===== config.mk =====
export PLATFORM = sky130hd
export DESIGN_NAME = fetch_prefetch_flat
export DESIGN_NICKNAME = d
export VERILOG_FILES = /design/src/rtl/fetch_pkg.sv /design/src/rtl/fetch_prefetch_if.sv /design/src/rtl/fetch_fifo.sv /design/src/rtl/fetch_prefetch.sv /design/src/flat_wrapper.sv
export SDC_FILE = /design/constraint.sdc
export NUM_CORES = 1
export LEC_CHECK = 0
export CORE_MARGIN = 4
export CORE_UTILIZATION = 52
export CTS_CLUSTER_DIAMETER = 120
export DETAILED_ROUTE_END_ITERATION = 10
export GPL_TIMING_DRIVEN = 1
export PLACE_DENSITY = 0.78
export RECOVER_POWER = 50
export SYNTH_ARGS = -nofsm -noshare
export SYNTH_HDL_FRONTEND = slang
export SYNTH_SLANG_ARGS = --single-unit

===== constraint.sdc =====
create_clock -name clk -period 6.2 [get_ports clk]
set_input_delay 1.24 -clock clk [delete_from_list [all_inputs] [get_ports clk]]
set_output_delay 1.24 -clock clk [all_outputs]
set_load 0.01 [all_outputs]

===== src/rtl/fetch_pkg.sv =====
// fetch_pkg: shared reset PC and buffer-entry width helper for the fetch front end
package fetch_pkg;
  localparam int RESET_PC = 0;
  function automatic int entry_w(input int addr_w, input int data_w);
    return addr_w + data_w;
  endfunction
endpackage


===== src/rtl/fetch_prefetch_if.sv =====
// fetch_prefetch_if: fetch-side bus (pc, mem req/gnt/rvalid/rdata, word stream valid/ready, branch redirect); master = fetch unit, slave = environment
interface fetch_prefetch_if #(parameter int ADDR_W = 8, parameter int DATA_W = 8);
  logic [ADDR_W-1:0] pc;
  logic mem_req;
  logic [ADDR_W-1:0] mem_addr;
  logic mem_gnt;
  logic mem_rvalid;
  logic [DATA_W-1:0] mem_rdata;
  logic word_valid;
  logic [DATA_W-1:0] word;
  logic [ADDR_W-1:0] word_pc;
  logic word_ready;
  logic [ADDR_W-1:0] branch_wr;
  logic branch_wr_en;
  modport master (
    output pc, mem_req, mem_addr, word_valid, word, word_pc,
    input mem_gnt, mem_rvalid, mem_rdata, word_ready, branch_wr, branch_wr_en
  );
  modport slave (
    input pc, mem_req, mem_addr, word_valid, word, word_pc,
    output mem_gnt, mem_rvalid, mem_rdata, word_ready, branch_wr, branch_wr_en
  );
endinterface


===== src/rtl/fetch_fifo.sv =====
// fetch_fifo: sync FIFO of DEPTH W-bit entries; ports clk, rst, push/pop/flush (flush wins), din, head (0 when empty), count, empty, full
module fetch_fifo #(
  parameter int W = 16,
  parameter int DEPTH = 4
) (
  input  logic clk,
  input  logic rst,
  input  logic push,
  input  logic pop,
  input  logic flush,
  input  logic [W-1:0] din,
  output logic [W-1:0] head,
  output logic [$clog2(DEPTH):0] count,
  output logic empty,
  output logic full
);
  localparam int AW = $clog2(DEPTH);
  localparam int CW = AW + 1;
  logic [W-1:0] mem [DEPTH];
  logic [AW-1:0] rd, wr;
  assign empty = count == '0;
  assign full = count == CW'(DEPTH);
  assign head = empty ? '0 : mem[rd];
  always_ff @(posedge clk) begin
    if (rst || flush) begin
      rd <= '0;
      wr <= '0;
      count <= '0;
    end else begin
      if (push) begin
        mem[wr] <= din;
        wr <= wr + 1'b1;
      end
      if (pop) rd <= rd + 1'b1;
      count <= count + CW'(push) - CW'(pop);
    end
    if (!rst && !flush) assert (!(push && full && !pop)) else $error("fetch_fifo overflow");
  end
endmodule


===== src/rtl/fetch_prefetch.sv =====
// fetch_prefetch: credit-limited in-order instruction prefetcher; ports clk, sync_rst, bus (master: pc, mem req/gnt/rvalid/rdata, word valid/ready/pc, branch redirect)
module fetch_prefetch
  import fetch_pkg::*;
#(
  parameter int ADDR_W = 8,
  parameter int DATA_W = 8,
  parameter int DEPTH = 4
) (
  input logic clk,
  input logic sync_rst,
  fetch_prefetch_if.master bus
);
  localparam int CW = $clog2(DEPTH) + 1;
  localparam int EW = entry_w(ADDR_W, DATA_W);
  logic [ADDR_W-1:0] pc, rsp_pc;
  logic [CW-1:0] inflight, drop, count;
  logic [EW-1:0] head;
  logic empty, full, accept, push, pop;
  assign bus.mem_req = !sync_rst && !bus.branch_wr_en && ({1'b0, inflight} + {1'b0, count} < (CW+1)'(DEPTH));
  assign accept = bus.mem_req && bus.mem_gnt;
  assign push = bus.mem_rvalid && drop == '0 && !bus.branch_wr_en;
  assign pop = !empty && bus.word_ready;
  assign bus.pc = pc;
  assign bus.mem_addr = pc;
  assign bus.word_valid = !empty;
  assign {bus.word_pc, bus.word} = head;
  fetch_fifo #(.W(EW), .DEPTH(DEPTH)) u_fifo (
    .clk(clk),
    .rst(sync_rst),
    .push(push),
    .pop(pop),
    .flush(bus.branch_wr_en),
    .din({rsp_pc, bus.mem_rdata}),
    .head(head),
    .count(count),
    .empty(empty),
    .full(full)
  );
  always_ff @(posedge clk) begin
    if (sync_rst) begin
      pc <= ADDR_W'(RESET_PC);
      rsp_pc <= ADDR_W'(RESET_PC);
      inflight <= '0;
      drop <= '0;
    end else begin
      inflight <= inflight + CW'(accept) - CW'(bus.mem_rvalid);
      if (bus.branch_wr_en) begin
        pc <= bus.branch_wr;
        rsp_pc <= bus.branch_wr;
        drop <= inflight - CW'(bus.mem_rvalid);
      end else begin
        if (accept) pc <= pc + 1'b1;
        if (bus.mem_rvalid && drop != '0) drop <= drop - 1'b1;
        if (push) rsp_pc <= rsp_pc + 1'b1;
      end
    end
    if (!sync_rst) assert (!(bus.mem_rvalid && inflight == '0)) else $error("mem_rvalid with nothing in flight");
  end
endmodule

===== src/flat_wrapper.sv =====
// flat-port wrapper written by rule: the top's interface ports become plain ports
module fetch_prefetch_flat import fetch_pkg::*;
#(
  parameter int ADDR_W = 8,
  parameter int DATA_W = 8,
  parameter int DEPTH = 4
)
  (clk, sync_rst, bus_pc, bus_mem_req, bus_mem_addr, bus_word_valid, bus_word, bus_word_pc, bus_mem_gnt, bus_mem_rvalid, bus_mem_rdata, bus_word_ready, bus_branch_wr, bus_branch_wr_en);
  fetch_prefetch_if #(.ADDR_W(ADDR_W), .DATA_W(DATA_W)) bus_i ();
  input logic clk;
  input logic sync_rst;
  output wire logic [$bits(bus_i.pc)-1:0] bus_pc;
  output wire logic [$bits(bus_i.mem_req)-1:0] bus_mem_req;
  output wire logic [$bits(bus_i.mem_addr)-1:0] bus_mem_addr;
  output wire logic [$bits(bus_i.word_valid)-1:0] bus_word_valid;
  output wire logic [$bits(bus_i.word)-1:0] bus_word;
  output wire logic [$bits(bus_i.word_pc)-1:0] bus_word_pc;
  input wire logic [$bits(bus_i.mem_gnt)-1:0] bus_mem_gnt;
  input wire logic [$bits(bus_i.mem_rvalid)-1:0] bus_mem_rvalid;
  input wire logic [$bits(bus_i.mem_rdata)-1:0] bus_mem_rdata;
  input wire logic [$bits(bus_i.word_ready)-1:0] bus_word_ready;
  input wire logic [$bits(bus_i.branch_wr)-1:0] bus_branch_wr;
  input wire logic [$bits(bus_i.branch_wr_en)-1:0] bus_branch_wr_en;
  assign bus_pc = bus_i.pc;
  assign bus_mem_req = bus_i.mem_req;
  assign bus_mem_addr = bus_i.mem_addr;
  assign bus_word_valid = bus_i.word_valid;
  assign bus_word = bus_i.word;
  assign bus_word_pc = bus_i.word_pc;
  assign bus_i.mem_gnt = bus_mem_gnt;
  assign bus_i.mem_rvalid = bus_mem_rvalid;
  assign bus_i.mem_rdata = bus_mem_rdata;
  assign bus_i.word_ready = bus_word_ready;
  assign bus_i.branch_wr = bus_branch_wr;
  assign bus_i.branch_wr_en = bus_branch_wr_en;
  fetch_prefetch #(.ADDR_W(ADDR_W), .DATA_W(DATA_W), .DEPTH(DEPTH)) u_core (.clk(clk), .sync_rst(sync_rst), .bus(bus_i));
endmodule

; After elaboration in Yosys (flattened, before gate mapping)
; Memories as Yosys holds them, arrays and structs flattened. A register that Yosys moved wholly into a read port is not among the register bits.
; Index checks and enable logic that the tools add are counted.
; Widths: inputs -> output; s select.
[totals]
register_bits = 29
ramBits = 64
inputBits = 22
output_inout_bits = 34
word_cells = 49
n_memories = 1
[op_classes]
add_sub_neg = 11
n_lt_le_gt_ge = 1
muxes = 12
reduce_logical = 17
[memory_table]
columns = name, depth, word_bits, rd, rd_ports_with_merged_regs, wr, line
row1 = u_core.u_fifo.mem, 4, 16, 1, 1, 1, fetch_fifo.sv:19  ; logic [W-1:0] mem [DEPTH];
[ops]
columns = cell, n
row1 = $mux 8, 4
row2 = $add 8x1->8 const B, 2
row3 = $mux 16, 1
row4 = $sub 3x1->3, 3
row5 = $logic_and 1x1->1, 7
row6 = $add 3x1->3, 2
row7 = $logic_not 3->1, 2
row8 = $mux 3, 2
row9 = $reduce_bool 2->1, 3
row10 = $add 2x1->2 const B, 2
row11 = $add 3x3->4, 1
row12 = $lt 4x3->1 const B, 1
row13 = $mux 2, 2
row14 = $logic_not 1->1, 3
row15 = $mux 1, 3
row16 = $reduce_bool 3->1, 1
row17 = $sub 3x1->3 const B, 1
row18 = $logic_or 1x1->1, 1

; Longest topological paths before layout
[depth]
ltp_word = 6
ltp_mapped = 13
mapped_depth_nobuf = 11

; By module
; Synthesis repeated with hierarchy kept, for this count alone.
[hier_totals]
cells_unflattened = 308
area_unflattened_um2 = 4297.9
[by_module_without_submodules]
columns = mod, instances, cells_per_inst, area_each_um2, seq_area_each_um2
row1 = fetch_fifo, 1, 147, 2909.0, 2102.0
row2 = fetch_prefetch, 1, 161, 1388.8, 440.4

; Worst setup path after synthesis
; Ideal clock, no wire load.
[synth_timing]
kind = input to output
startpoint = in sync_rst
endpoint = out bus_mem_req
arrival_time_ns = 2.190
required_ns = 4.960
path_slack_ns = 2.770
path_stages = 3
path_buffers = 1
cell_sequence = buf_6 -> a311oi_4 -> nor4b_1
[synth_via]
elab_chain_cells = 3
[synth_rtl]
columns = item, line
row1 = from (decl), flat_wrapper.sv:11  ; input logic sync_rst;
row2 = $logic_not 1->1, -
row3 = $logic_and 1x1->1, -
row4 = $logic_and 1x1->1, fetch_prefetch.sv:19  ; assign bus.mem_req = !sync_rst && !bus.branch_wr_en && ({1'b0, inflight} + {1'b0, count} < (CW+1)'(DEPTH));
row5 = to (decl), flat_wrapper.sv:13  ; output wire logic [$bits(bus_i.mem_req)-1:0] bus_mem_req;
; No other way between the ends.

; Worst setup path after layout
[layout_timing]
startpoint = in bus_branch_wr_en
endpoint = out bus_mem_req
[layout_via]
elab_chain_cells = 3
[layout_rtl]
columns = item, line
row1 = from (decl), flat_wrapper.sv:23  ; input wire logic [$bits(bus_i.branch_wr_en)-1:0] bus_branch_wr_en;
row2 = $logic_not 1->1, fetch_prefetch.sv:19
row3 = $logic_and 1x1->1, -
row4 = $logic_and 1x1->1, fetch_prefetch.sv:19
; No other way between the ends.

==> results.cfg <==
[synthesis]
ys_seq_elements = 95
synthArstFlopShare_pct = 0
synth.top_cell.area_share_pct = 45.5
synth_edf_count = 64
synthCells = 300
synth_area_leaders = edfxtp_1 (45%), dfxtp_1 (15%), mux4_2 (8.5%)
syn_area_per_cell_um2 = 14.1
synthesis.area_mm2 = 0.00422
yosys.area.top_type = edfxtp_1
synth_cell_types = 42
synthTopCellsByCount = edfxtp_1 (64), dfxtp_1 (31), and2_1 (20)
ys.flop_type = edfxtp_1
yosys_warnings = 0
syn_nets = 340
ys_seq_area_share_pct = 60.2
yosysMostFrequentCell = edfxtp_1

[detailed_routing]
drt_first_iter_violations = 73
antenna_left = 0
drc = 0
wirelength_um = 7200
first_pass_iters = 4
via_per_inst = 5.36
dr_total_vias = 2428
routedWlPerCell_um = 15.9

[grt]
antenna_found_initial = 0
top_usage_layer = met2
grt_pass1_vias = 2524
grt_overflow_total = 0
use_met1_pct = 21.0
gr-usage-met2_pct = 25.7
grt_pass1_wl_um = 12100
grt_max_degree = 34
met3_usage_pct = 4.29
grt_use_total_pct = 15.9

[floorplanning]
die_w_um = 98.1
coreArea_mm2 = 0.00781
fp-row-count = 32
die_h_um = 98.1
die_area_mm2 = 0.00963
initial_core_util_pct = 54.1
io_pins = 56

[cts]
clk_pin_slew_ns = 0.09
cts_root_buf = clkbuf_8
postCtsResizedCells = 0
numCtsBuffers = 9
clk_latency_ns = 0.36
cts.sinks = 95
htreeDepth = 3
cts_setup_buffers = 0
cts_tree = built
postCtsHoldBufs = 0
clock_path_buffers = 2

[critical_path]
path_max_fanout = 33
setup.worst_path.end_class = primary output
critical_path_arrival_ns = 3.75
worstPathRequired_ns = 4.96
startpoint_type = primary input
crit_path_start = bus_branch_wr_en
reg2reg_from = u_core.u_fifo.count[0]
path_class = in -> out

[sta]
whs_ns = 0.548
min_period_ns = 4.99
timing.final.crit_share_pct = 80.6
setup_viol = 0
tightest_slew_ns = 1.37
grt_setup_unrepaired = false
skew_ns = 0.00855
fmax_ghz = 0.200
slew_viol_final = 0
slew_headroom_pct = 8.74
setup_tns_ns = 0
finalHoldViolCount = 0

[cells_and_area]
n_antenna_cell = 0
drive_gt1_share_pct = 11.1
nets = 386
areaGrowthSynthToFinish_pct = 18.2
fin_util_pct = 63.9

[pwr]
power_density_mw_per_mm2 = 270
ir_drop_uv = 143
power.leakage_nw = 1.79

[placement]
port-buffer-count = 55
gp_congestion = 0.778
dpl.hpwl_um = 4870

[hold_path]
min_path_type = reg -> reg
hold_path_startpoint = u_core.rsp_pc[7]

[job]
drv_cap = 0

[run_status]
outcome = complete, no violations
-- sequential cells by signal (all words and copies together), names as in the netlist, named ones only --
name,flops
u_core.bus.mem_addr,8
u_core.u_fifo.wr,2
u_core.u_fifo.mem,64
u_core.drop,3
u_core.inflight,3
u_core.rsp_pc,8
u_core.u_fifo.rd,2
u_core.u_fifo.count,3
-- placed cells by master, fill, tap and decap left out, types with 3 or more instances in the layout --
cell	n
edfxtp_1	64
dfxtp_1	31
clkdlybuf4s50_1	30
dlygate4sd3_1	25
and2_1	20
inv_1	18
xnor2_1	17
mux4_2	16
ha_1	16
nor2_1	13
nand3_1	13
a21oi_1	11
o21a_1	10
clkbuf_8	9
and3_1	7
nor2b_1	5
nand2_1	4
a211oi_1	3
nor3_1	3
clkinv_4	3
-- report_power, final --
| part | switching, mW | total [mW] | leakage, nW | internal, mW |
|---|---|---|---|---|
| clock network | 0.223 | 0.419 | 0.108 | 0.195 |
| logic | 0.0951 | 0.202 | 0.850 | 0.107 |
| registers | 0.0274 | 0.730 | 0.837 | 0.702 |
| total | 0.346 | 1.35 | 1.79 | 1.00 |
-- cell type report --
| class | instances | area, µm² |
|---|---|---|
| Fill cell | 600 | 2820 |
| Inverter | 19 | 71.3 |
| Clock inverter | 7 | 87.6 |
| Timing Repair Buffer | 57 | 562 |
| Tap cell | 102 | 128 |
| Clock buffer | 9 | 124 |
| Sequential cell | 95 | 2540 |
| Multi-Input combinational cell | 164 | 1480 |
-- kinds of logic (layout without fill, tap and decap cells) --
logic type | after synthesis | in the layout | share of synthesized area [%]
XOR/XNOR | 19 | 19 | 3.94
AO/OA/AOI/OAI | 32 | 32 | 5.86
flip-flops | 95 | 95 | 60.2
multiplexers | 17 | 17 | 8.80
adder cells (fa/ha/maj) | 18 | 18 | 5.69
AND/OR/NAND/NOR | 78 | 78 | 10.9
buffers and inverters | 41 | 92 | 4.65
-- path summary, 6_finish.rpt --
path              depth (start not counted)  slack (ns)                        to
hold / removal                            0        0.55  u_core.u_fifo.mem[2][15]
setup reg to reg                          9        3.53    u_core.u_fifo.count[2]
setup / recovery                          5        1.21               bus_mem_req
hold reg to reg                           0        0.55  u_core.u_fifo.mem[2][15]
-- worst max-delay path: stages --
cell             delay [ns]
dlygate4sd3_1          0.53
clkbuf_1               0.54
a311oi_4               0.56
nor4b_1                0.28
clkdlybuf4s50_1        0.59
-- layer usage --
metal / part of all wire (%) / vias up
met5: 0 / -
met4: 0.78 / 0
met3: 5.3 / 4
met2: 49 / 80
met1: 44 / 1162
li1: - / 1182
-- through the flow --
stage,cells,cell area [µm²],setup slack [ns],total power [mW]
2_1_floorplan,300,4220,2.77,0.879
4_1_cts,453,5000,1.76,1.37
6_report,453,4990,1.21,1.35
5_1_grt,453,4990,1.08,1.42
3_5_place_dp,437,4790,1.75,0.955
3_3_place_gp,437,4790,1.83,0.949
Power figures use the tool's default switching activity.
